$ cat config.mk
export PLATFORM = sky130hd
export DESIGN_NAME = fetch_sequencer_flat
export DESIGN_NICKNAME = d
export VERILOG_FILES = /design/src/rtl/fetch_pkg.sv /design/src/rtl/fetch_sequencer_if.sv /design/src/rtl/fetch_addr_gen.sv /design/src/rtl/fetch_sequencer.sv /design/src/flat_wrapper.sv
export SDC_FILE = /design/constraint.sdc
export NUM_CORES = 1
export LEC_CHECK = 0
export BUFFER_PORTS_ARGS = -buffer_cell sky130_fd_sc_hd__buf_2
export CAP_MARGIN = 20
export CORE_MARGIN = 4
export CORE_UTILIZATION = 35
export DETAILED_ROUTE_END_ITERATION = 7
export GPL_TIMING_DRIVEN = 0
export SLEW_MARGIN = 20
export SYNTH_ARGS = -nofsm -noshare
export SYNTH_HDL_FRONTEND = slang
export SYNTH_SLANG_ARGS = --single-unit
$ cat constraint.sdc
create_clock -name clk -period 5.2 [get_ports clk]
set_clock_uncertainty 0.1 [all_clocks]
set_input_delay 0.52 -clock clk [delete_from_list [all_inputs] [get_ports clk]]
set_output_delay 0.52 -clock clk [all_outputs]
set_load 0.01 [all_outputs]
$ cat src/rtl/fetch_pkg.sv
// fetch_pkg: shared FSM encoding and default parameters for fetch_sequencer.
package fetch_pkg;
  typedef enum logic [1:0] {IDLE = 2'd0, FETCH = 2'd1, HOLD = 2'd2} state_t;
  localparam int DEF_ADDR_W = 2;
  localparam int DEF_INSTR_W = 8;
  localparam int DEF_PROG_LEN = 4;
  localparam int DEF_WAIT_CYCLES = 3;
endpackage

$ cat src/rtl/fetch_sequencer_if.sv
// fetch_sequencer_if: memory and consumer signals of fetch_sequencer; FETCH_SEQ_JUMP_EN adds jump_valid/jump_addr.
interface fetch_sequencer_if import fetch_pkg::*; #(
  parameter int ADDR_W = DEF_ADDR_W,
  parameter int INSTR_W = DEF_INSTR_W
);
  logic en;
  logic [INSTR_W-1:0] instruction;
  logic [ADDR_W-1:0] address;
  logic fetch_req;
  logic [INSTR_W-1:0] result;
  logic result_valid;
  logic result_ready;
  logic wrap;
`ifdef FETCH_SEQ_JUMP_EN
  logic jump_valid;
  logic [ADDR_W-1:0] jump_addr;
`endif
  modport master(
    input en, instruction, result_ready,
`ifdef FETCH_SEQ_JUMP_EN
    input jump_valid, jump_addr,
`endif
    output address, fetch_req, result, result_valid, wrap
  );
  modport slave(
    output en, instruction, result_ready,
`ifdef FETCH_SEQ_JUMP_EN
    output jump_valid, jump_addr,
`endif
    input address, fetch_req, result, result_valid, wrap
  );
endinterface

$ cat src/rtl/fetch_addr_gen.sv
// fetch_addr_gen: fetch address register with increment, wrap to 0 at PROG_LEN-1, and jump load.
module fetch_addr_gen #(
  parameter int ADDR_W = 2,
  parameter int PROG_LEN = 4
) (
  input logic clk,
  input logic rst_n,
  input logic advance,
  input logic jump,
  input logic [ADDR_W-1:0] jump_addr,
  output logic [ADDR_W-1:0] address,
  output logic wrap
);
  localparam logic [ADDR_W-1:0] LAST = ADDR_W'(PROG_LEN - 1);
  localparam logic [ADDR_W:0] LEN = (ADDR_W + 1)'(PROG_LEN);
  logic last;
  logic [ADDR_W-1:0] target;
  always_comb begin
    last = address == LAST;
    target = ({1'b0, jump_addr} >= LEN) ? '0 : jump_addr;
  end
  always_ff @(posedge clk or negedge rst_n)
    if (!rst_n) begin
      address <= '0;
      wrap <= 1'b0;
    end else begin
      address <= jump ? target : advance ? (last ? '0 : address + 1'b1) : address;
      wrap <= !jump && advance && last;
    end
endmodule

$ cat src/rtl/fetch_sequencer.sv
// fetch_sequencer: IDLE/FETCH/HOLD instruction fetch with fixed read latency and result handshake.
// Define FETCH_SEQ_JUMP_EN to honour jump_valid/jump_addr in IDLE or on a handshake.
module fetch_sequencer import fetch_pkg::*; #(
  parameter int ADDR_W = DEF_ADDR_W,
  parameter int INSTR_W = DEF_INSTR_W,
  parameter int PROG_LEN = DEF_PROG_LEN,
  parameter int WAIT_CYCLES = DEF_WAIT_CYCLES
) (
  input logic clk,
  input logic rst_n,
  fetch_sequencer_if.master bus
);
  state_t state, state_n;
  logic [7:0] count;
  logic [INSTR_W-1:0] result;
  logic [ADDR_W-1:0] address, jump_addr;
  logic result_valid, fetch_req, wrap, capture, handshake, jump;
  always_ff @(posedge clk or negedge rst_n)
    if (!rst_n) state <= IDLE;
    else state <= state_n;
  always_comb
    state_n = (state == IDLE) ? (bus.en ? FETCH : IDLE) :
              (state == FETCH) ? (count == 8'd0 ? HOLD : FETCH) :
              (state == HOLD) ? (handshake ? (bus.en ? FETCH : IDLE) : HOLD) : IDLE;
  always_comb begin
    capture = state == FETCH && count == 8'd0;
    handshake = result_valid && bus.result_ready;
  end
`ifdef FETCH_SEQ_JUMP_EN
  assign jump = bus.jump_valid && (state == IDLE || handshake);
  assign jump_addr = bus.jump_addr;
`else
  assign jump = 1'b0;
  assign jump_addr = '0;
`endif
  // counter reloads on every entry to FETCH and reads 0 on the capture cycle
  always_ff @(posedge clk or negedge rst_n)
    if (!rst_n) begin
      count <= 8'd0;
      fetch_req <= 1'b0;
      result <= '0;
      result_valid <= 1'b0;
    end else begin
      count <= (state_n == FETCH) ? ((state == FETCH) ? count - 8'd1 : 8'(WAIT_CYCLES)) : 8'd0;
      fetch_req <= state_n == FETCH;
      result <= capture ? bus.instruction : result;
      result_valid <= capture ? 1'b1 : handshake ? 1'b0 : result_valid;
    end
  fetch_addr_gen #(.ADDR_W(ADDR_W), .PROG_LEN(PROG_LEN)) u_addr (
    .clk(clk),
    .rst_n(rst_n),
    .advance(handshake),
    .jump(jump),
    .jump_addr(jump_addr),
    .address(address),
    .wrap(wrap)
  );
  assign bus.address = address;
  assign bus.fetch_req = fetch_req;
  assign bus.result = result;
  assign bus.result_valid = result_valid;
  assign bus.wrap = wrap;
endmodule

$ cat src/flat_wrapper.sv
// flat-port wrapper written by rule: the top's interface ports become plain ports
module fetch_sequencer_flat import fetch_pkg::*;
#(
  parameter int ADDR_W = DEF_ADDR_W,
  parameter int INSTR_W = DEF_INSTR_W,
  parameter int PROG_LEN = DEF_PROG_LEN,
  parameter int WAIT_CYCLES = DEF_WAIT_CYCLES
)
  (clk, rst_n, bus_en, bus_instruction, bus_result_ready, bus_address, bus_fetch_req, bus_result, bus_result_valid, bus_wrap);
  fetch_sequencer_if #(.ADDR_W(ADDR_W), .INSTR_W(INSTR_W)) bus_i ();
  input logic clk;
  input logic rst_n;
  input wire logic [$bits(bus_i.en)-1:0] bus_en;
  input wire logic [$bits(bus_i.instruction)-1:0] bus_instruction;
  input wire logic [$bits(bus_i.result_ready)-1:0] bus_result_ready;
  output wire logic [$bits(bus_i.address)-1:0] bus_address;
  output wire logic [$bits(bus_i.fetch_req)-1:0] bus_fetch_req;
  output wire logic [$bits(bus_i.result)-1:0] bus_result;
  output wire logic [$bits(bus_i.result_valid)-1:0] bus_result_valid;
  output wire logic [$bits(bus_i.wrap)-1:0] bus_wrap;
  assign bus_i.en = bus_en;
  assign bus_i.instruction = bus_instruction;
  assign bus_i.result_ready = bus_result_ready;
  assign bus_address = bus_i.address;
  assign bus_fetch_req = bus_i.fetch_req;
  assign bus_result = bus_i.result;
  assign bus_result_valid = bus_i.result_valid;
  assign bus_wrap = bus_i.wrap;
  fetch_sequencer #(.ADDR_W(ADDR_W), .INSTR_W(INSTR_W), .PROG_LEN(PROG_LEN), .WAIT_CYCLES(WAIT_CYCLES)) u_core (.clk(clk), .rst_n(rst_n), .bus(bus_i));
endmodule
==> Word level (Yosys, flattened, before mapping) <==
Cells that the tools add are included.
{ "totals": {"register_bits": 23, "in_bits": 12, "output_inout_bits": 13} }
{ "op_classes": {"n_addsub": 2, "eq_ne": 4, "n_mux": 11, "n_reduce_logical": 6} }
{ "ops": {"columns": ["cell", "count"], "rows": [
  ["two-way mux 8 bit", 2],
  ["two-way mux 2 bit", 6],
  ["logical NOT 8 bit", 1],
  ["subtractor 8 x 1 -> 8 bit, second input constant", 1],
  ["equality test 2 x 1 -> 1 bit, second input constant", 2],
  ["equality test 2 bit, second input constant", 2],
  ["logical AND 1 bit", 3],
  ["two-way mux 1 bit", 3],
  ["adder 2 x 1 -> 2 bit, second input constant", 1],
  ["logical NOT 2 bit", 1],
  ["nonzero test 2 bit", 1]
]} }

==> Logic depth before layout (Yosys ltp) <==
Gate-level depths: netlist (run 1).
{ "logic_depth": {"ltp_word": 7, "mapped_depth": 5, "ltp_nobuf": 5} }

==> Cells and area by module <==
Synthesis (run 1) repeated with hierarchy kept, for this count alone.
{ "hier_totals": {"hier_cells": 86, "area_unflattened_um2": 1032.2} }
{ "by_module_without_submodules": {"columns": ["mod", "n_inst", "cells_per_inst", "area_each_um2", "seq_area_each_um2"], "rows": [
  ["fetch_sequencer", 1, 73, 884.6, 500.5],
  ["fetch_addr_gen", 1, 13, 147.6, 75.1]
]} }

==> Least setup slack after synthesis (run 1) <==
Ideal clock, no wire load.
{ "synth_timing": {"path_kind": "register -> register", "start": "register u_core.count[5]", "end": "register u_core.count[7]", "setup_ps": 77, "arrival_ps": 1473, "slack_ps": 3550, "path_stages_with_launch": 4, "path_buffers": 0, "cell_sequence": "dfrtp_1 or4_1 or4b_1 a21oi_1"} }
{ "synth_via": {"elab_chain_len": 6, "word_cells_on_any_way": 8} }
{ "synth_lines": {"columns": ["item", "line_no", "rtl"], "rows": [
  ["from (decl)", "fetch_sequencer.sv:14", "logic [7:0] count;"],
  ["from (signal assigned)", "fetch_sequencer.sv:44", "count <= (state_n == FETCH) ? ((state == FETCH) ? count - 8'd1 : 8'(WAIT_CYCLES)) : 8'd0;"],
  ["logical NOT 8 bit", "fetch_sequencer.sv:23", "(state == FETCH) ? (count == 8'd0 ? HOLD : FETCH) :"],
  ["two-way mux 2 bit (2 in series)", "fetch_sequencer.sv:23", null],
  ["two-way mux 2 bit", "fetch_sequencer.sv:22", "state_n = (state == IDLE) ? (bus.en ? FETCH : IDLE) :"],
  ["equality test 2 x 1 -> 1 bit", "fetch_sequencer.sv:44", null],
  ["two-way mux 8 bit (*)", "fetch_sequencer.sv:44", null]
]} }
Mark *: on every way between the ends. The rest lies on a longest branch, timed or not.
A chain may end at the register's enable or synchronous reset.

==> Final worst setup path (run 1) <==
{ "layout_timing": {"start": "register u_core.count[0]", "end": "register u_core.result[4] (netlist: u_core.bus.result[4])"} }
{ "layout_via": {"elab_chain_len": 2} }
{ "layout_lines": {"columns": ["item", "line_no", "rtl"], "rows": [
  ["logical NOT 8 bit", "fetch_sequencer.sv:26", "capture = state == FETCH && count == 8'd0;"],
  ["logical AND 1 bit", "fetch_sequencer.sv:26", null],
  ["to (signal assigned)", "fetch_sequencer.sv:46", "result <= capture ? bus.instruction : result;"],
  ["to (decl)", "fetch_sequencer.sv:15", "logic [INSTR_W-1:0] result;"]
]} }
Every way passes these cells.

==> results_dict.tcl, run 1 <==
set metrics [dict create \
    outcome "completed" \
    post_cts_buffers 0 \
    clkSinkCount 23 \
    synth_top_area_cell "dfrtp_1" \
    cts_buffers 3 \
    r2r_cells 5 \
    gp_congestion 0.7676 \
    cp-end-kind "flip-flop" \
    ys_seq_area_frac 0.5890 \
    vias_per_cell 5.168 \
    synth_area_per_cell_sq_um 12.37 \
    grt_util_met1 0.1316 \
    synthesis.area_sq_um 977.2 \
    setup_tns_ns 0 \
    synth_flop_cell "dfrtp_1" \
    max_cap_viol_count 0 \
    ys_types 28 \
    areaGrowthSynthToFinish_pct 18.82 \
    power_per_cell_area_mw_per_mm2 605.4 \
    arrival_ns 1.94 \
    firstDrtPassIters 4 \
    start_util 0.3806 \
    drc 0 \
    cts.htree.levels 1 \
    finalSetupViolCount 0 \
    synth_common_cells "dfrtp_1 (23), mux2_2 (9), a21oi_1 (5), inv_1 (4), nand2_1 (4)" \
    drt_iter0_drc 6 \
    root_buffer "clkbuf_4" \
    grt_util_all_layers 0.1115 \
    dp_hpwl_um 1328 \
    worst_slack_ns 3.360 \
    fmax_mhz 543.4 \
    synth_edf_count 0 \
    ys_warn_count 0 \
    wl_um 1749 \
    syn_nets 93 \
    rr_endpoint "u_core.bus.result[4]" \
    drive_gt1_frac 0.3645 \
    grt_antenna_before_repair 0 \
    met3_usage 0.03191 \
    leakage_uw 0.0005834 \
    dp_worst_setup_slack_ns 3.328 \
    async_flop_share 1.000 \
    path_class "flip-flop to flip-flop" \
    die_w_um 60.84 \
    maxSlewViolCount 0 \
    cts_tree "done" \
    clk_latency_ns 0.30 \
    synth-seq-cells 23 \
    r2r_start "u_core.count[0]" \
    rows 18 \
    core-area_sq_mm 0.002567 \
    syn_inst 79 \
    required_ns 5.30 \
    clk_pin_slew_ns 0.12 \
    finalCriticalPeriod_ns 1.840 \
    cp-start-kind "flip-flop" \
    finalHoldViolations 0 \
    overflow 0 \
    grt_use_met2 0.1939 \
    grt_pass1_vias 746 \
    synth_area_leaders "dfrtp_1 (59%), mux2_2 (10%), a21oi_1 (2.6%)" \
    vdd_ir_drop_max_mv 0.2684 \
    grt_setup_unrepaired "false" \
    clockBufferDepth 2 \
    crit_fanout 10 \
    vias 708 \
    grt.busiest_layer "met2" \
    die_h_um 60.84 \
    ant_nets 0 \
    ff2ff_setup_slack_ns 3.36 \
    cts-resized-gates 0 \
    nets 122 \
    tightest_slew_ns 0.5002 \
    grt_max_degree 24 \
    die-area_sq_mm 0.003702 \
    synth.top_cell.area_share 0.5890 \
    ioPinCount 25 \
    grt_pass1_wl_um 3098 \
    num_antenna_cells 0 \
    relSlewSlack 0.6665 \
    hp-class "primary input to asynchronous set/reset pin" \
    cts_hold_buf 0 \
    yosysMostFrequentCell "dfrtp_1" \
    portBuffers 24 \
    period_share 0.3539 \
    wire_per_inst_um 12.77 \
]
[power by group]
group | internal, uW | switching (uW)
Combinational | 154 | 164
Clock | 29.9 | 49.8
Sequential | 256 | 49.5
Total | 440 | 263
[worst max path at each step]
stage                          startpoint                    to  slack, ns  depth (start not counted)
after global placement    u_core.count[0]  u_core.bus.result[6]       3.38                          5
final                     u_core.count[0]  u_core.bus.result[4]       3.36                          5
after detailed placement  u_core.count[0]  u_core.bus.result[4]       3.33                          5
after global routing      u_core.count[0]  u_core.bus.result[3]       3.16                          5
after CTS                 u_core.count[0]  u_core.bus.result[4]       3.31                          5
after floorplan           u_core.count[5]       u_core.count[7]       3.55                          3
[final cells by class]
class / count / area, sq um
clock buffers: 4 / 26.28
well taps: 30 / 37.54
plain buffers: 1 / 5.005
multi-input cells: 51 / 381.6
flip-flops and latches: 23 / 575.6
fillers: 273 / 1406
repair buffers: 24 / 120.1
inverters: 4 / 15.01
[routing by layer]
metal | vias to the layer above | share of wire
met2 | 21 | 0.50
met5 | - | 0
met1 | 344 | 0.43
met4 | 0 | 0.0046
li1 | 341 | -
met3 | 2 | 0.061
[cells by family after synthesis]
group / synth area share
AND/OR/NAND/NOR: 0.1472
AO/OA/AOI/OAI: 0.1050
multiplexers: 0.1037
adder cells (fa/ha/maj): 0.02560
buffers and inverters: 0.02048
flip-flops: 0.5890
XOR/XNOR: 0.008965
[sequential cells by signal, summed over array words and instances, names as in the netlist]
signal	flops
u_core.bus.fetch_req	1
u_core.u_addr.wrap	1
u_core.u_addr.address	2
u_core.count	8
u_core.bus.result	8
u_core.bus.result_valid	1
u_core.state	2
[cells in the final DEF (no fill, tap or decap), drive strengths merged, types with 2 or more instances in the layout]
cell,instances
nor2b,2
a22oi,2
nor3,2
clkbuf,4
inv,4
dfrtp,23
ha,2
nand2,4
nor2,3
a21oi,5
or4,3
mux2,9
nand2b,2
nand3,2
a21o,2
o21ai,3
buf,25
[through the flow]
stage	cell area [sq um]	total power (uW)	utilization	instances	hold slack, ns
floorplan	977.2	531.1	-	79	0.1244
global placement	1135	620.7	0.4420	133	0.3785
detailed placement	1135	635.5	0.4420	133	0.3822
CTS	1161	717.0	0.4522	137	0.07783
global route	1161	773.3	0.4522	137	0.08312
finish	1161	702.9	0.4522	137	0.06734
[critical path, stage by stage (launching register included)]
cell and delay [ns]:
dfrtp_1 0.41, inv_1 0.06, ha_1 0.19, nor4b_2 0.35, nand3_2 0.28, mux2_2 0.35
Note: power is estimated with default switching activity, not from simulation.
==> run 2: changes to the inputs <==
==> constraint.sdc (replaced) <==
create_clock -name clk -period 1.5 [get_ports clk]
set_clock_uncertainty 0.1 [all_clocks]
set_input_delay 0.15 -clock clk [delete_from_list [all_inputs] [get_ports clk]]
set_output_delay 0.15 -clock clk [all_outputs]
set_load 0.01 [all_outputs]
==> results_dict.tcl, run 2 (synthesis results as in run 1) <==
set metrics [dict create \
    instances_no_fill 159 \
    rows 18 \
    nets 144 \
    finalSetupViolCount 16 \
    drive_gt1_frac 0.4574 \
    firstDrtPassIters 4 \
    cts_tree "done" \
    path_cells "or4_1 > or4b_1 > a21oi_1" \
    vias 786 \
    die-area_sq_mm 0.003702 \
    cts.htree.levels 1 \
    dp_hpwl_um 1316 \
    leakage_uw 0.0006966 \
    period_share 1.141 \
    finalCriticalPeriod_ns 1.712 \
    total_power_uw 2796 \
    ant_nets 0 \
    relSlewSlack 0.6705 \
    finalHoldViolations 0 \
    grt_max_degree 24 \
    required_ns 1.63 \
    worst_slack_ns -0.2115 \
    power_switching_uw 1026 \
    p_comb_frac 0.523 \
    grt_antenna_before_repair 0 \
    p_seq_frac 0.381 \
    fmax_mhz 584.3 \
    root_buffer "clkbuf_4" \
    overflow 0 \
    layout_commonest_cell "buf_2" \
    tightest_slew_ns 0.4943 \
    drc 0 \
    grt_setup_unrepaired "true" \
    violations "setup timing" \
    p_int_uw 1770 \
    swShare 0.3671 \
    ioPinCount 25 \
    clockBufferDepth 2 \
    cts_buffers 3 \
    hp-class "primary input to flip-flop" \
    vias_per_cell 4.943 \
    crit_buf_inv 0 \
    cp_slowest_cell "or4_1" \
    clock_power_share 0.097 \
    placed_cells 133 \
    clkSinkCount 23 \
    wire_per_inst_um 13.15 \
    grt_pass1_vias 837 \
    path_class "flip-flop to flip-flop" \
    drt_iter0_drc 11 \
    crit_fanout 3 \
    maxSlewViolCount 0 \
    slowest_delay_ns 0.52 \
    areaGrowthSynthToFinish_pct 43.28 \
    power_per_cell_area_mw_per_mm2 1997 \
    gp_congestion 0.7846 \
    outcome "complete, but fails checks" \
    max_cap_viol_count 0 \
    critPathTopFamily "simple AND/OR/NAND/NOR gates" \
    wl_um 2091 \
    grt_pass1_wl_um 3491 \
    core-area_sq_mm 0.002567 \
    start_util 0.3806 \
    grt_util_all_layers 0.1231 \
    clk_pin_slew_ns 0.12 \
    die_w_um 60.84 \
    clk_latency_ns 0.30 \
    final_cell_mix "buf_2 (24), dfrtp_1 (21), dlygate4sd3_1 (10), buf_4 (10), mux2_2 (9)" \
    die_h_um 60.84 \
    num_antenna_cells 0 \
    portBuffers 24 \
    arrival_ns 1.84 \
    vdd_ir_drop_max_mv 1.205 \
    cp-start-kind "flip-flop" \
    top_regs "u_core.bus.result: 8 flops, u_core.count: 8 flops" \
    cp-end-kind "flip-flop" \
]
-- run 2: final cells by class --
| cell class | instances | area, sq um |
|---|---|---|
| Sequential cell | 23 | 578.1 |
| Tap cell | 30 | 37.54 |
| Clock inverter | 1 | 5.005 |
| Clock buffer | 3 | 22.52 |
| Inverter | 4 | 15.01 |
| Timing Repair Buffer | 47 | 329.1 |
| Multi-Input combinational cell | 51 | 412.9 |
| Fill cell | 227 | 1167 |
-- run 2: worst reg2reg max path: cells and delay by family (launching register included) --
| family | cells | cell delay, ns |
|---|---|---|
| flip-flops | 1 | 0.42 |
| AO/OA/AOI/OAI | 1 | 0.13 |
| AND/OR/NAND/NOR | 2 | 0.99 |
-- run 2: power by group through the flow --
| stage | clock network [uW] | registers, uW | logic (uW) |
|---|---|---|---|
| after global routing | 310 | 1110 | 1640 |
| after floorplan | 0 | 1130 | 711 |
| after global placement | 0 | 1060 | 1100 |
| after detailed placement | 0 | 1070 | 1130 |
| after CTS | 283 | 1050 | 1390 |
| final | 270 | 1060 | 1460 |
-- run 2: final timing paths --
kind / startpoint / endpoint / slack (ns) / cells past startpoint
worst max register to register: u_core.count[5] / u_core.count[7] / -0.21 / 3
worst min register to register: u_core.bus.result[0] / u_core.bus.result[0] / 0.42 / 1
min in group asynchronous: rst_n / u_core.count[2] / 0.24 / 2
worst min-delay path: bus_en / u_core.state[0] / 0.12 / 4
worst max-delay path: u_core.count[5] / u_core.count[7] / -0.21 / 3
max in group asynchronous: rst_n / u_core.count[3] / 0.71 / 2
-- run 2: routing by layer --
layer,global-route usage,part of all wire,vias to the layer above
met1,0.1551,0.40,376
met2,0.2122,0.55,20
met3,0.01702,0.043,2
li1,-,-,388
met4,0.04954,0.0091,0
met5,0,0,-
-- run 2: metrics by stage --
step / hold slack, ns / util / worst slack (ns) / TNS, ns / area (sq um)
finish: 0.1221 / 0.5453 / -0.2115 / -1.388 / 1400
global placement: 0.04422 / 0.4420 / -0.3263 / -3.238 / 1135
global route: 0.1413 / 0.5453 / -0.2561 / -3.080 / 1400
CTS: 0.1178 / 0.5322 / -0.2018 / -2.068 / 1366
detailed placement: 0.04661 / 0.4420 / -0.3984 / -4.272 / 1135
floorplan: -0.2456 / - / -0.1504 / -1.223 / 977.2
-- run 2: what timing repair did --
item | CTS | global route
hold buffers | 10 | 0
hold endpoints to repair | 33 | 0
gates resized for setup | 5 | 7
pin swaps | 1 | 4
buffers inserted | 12 | 1
setup endpoints to repair | 17 | 20
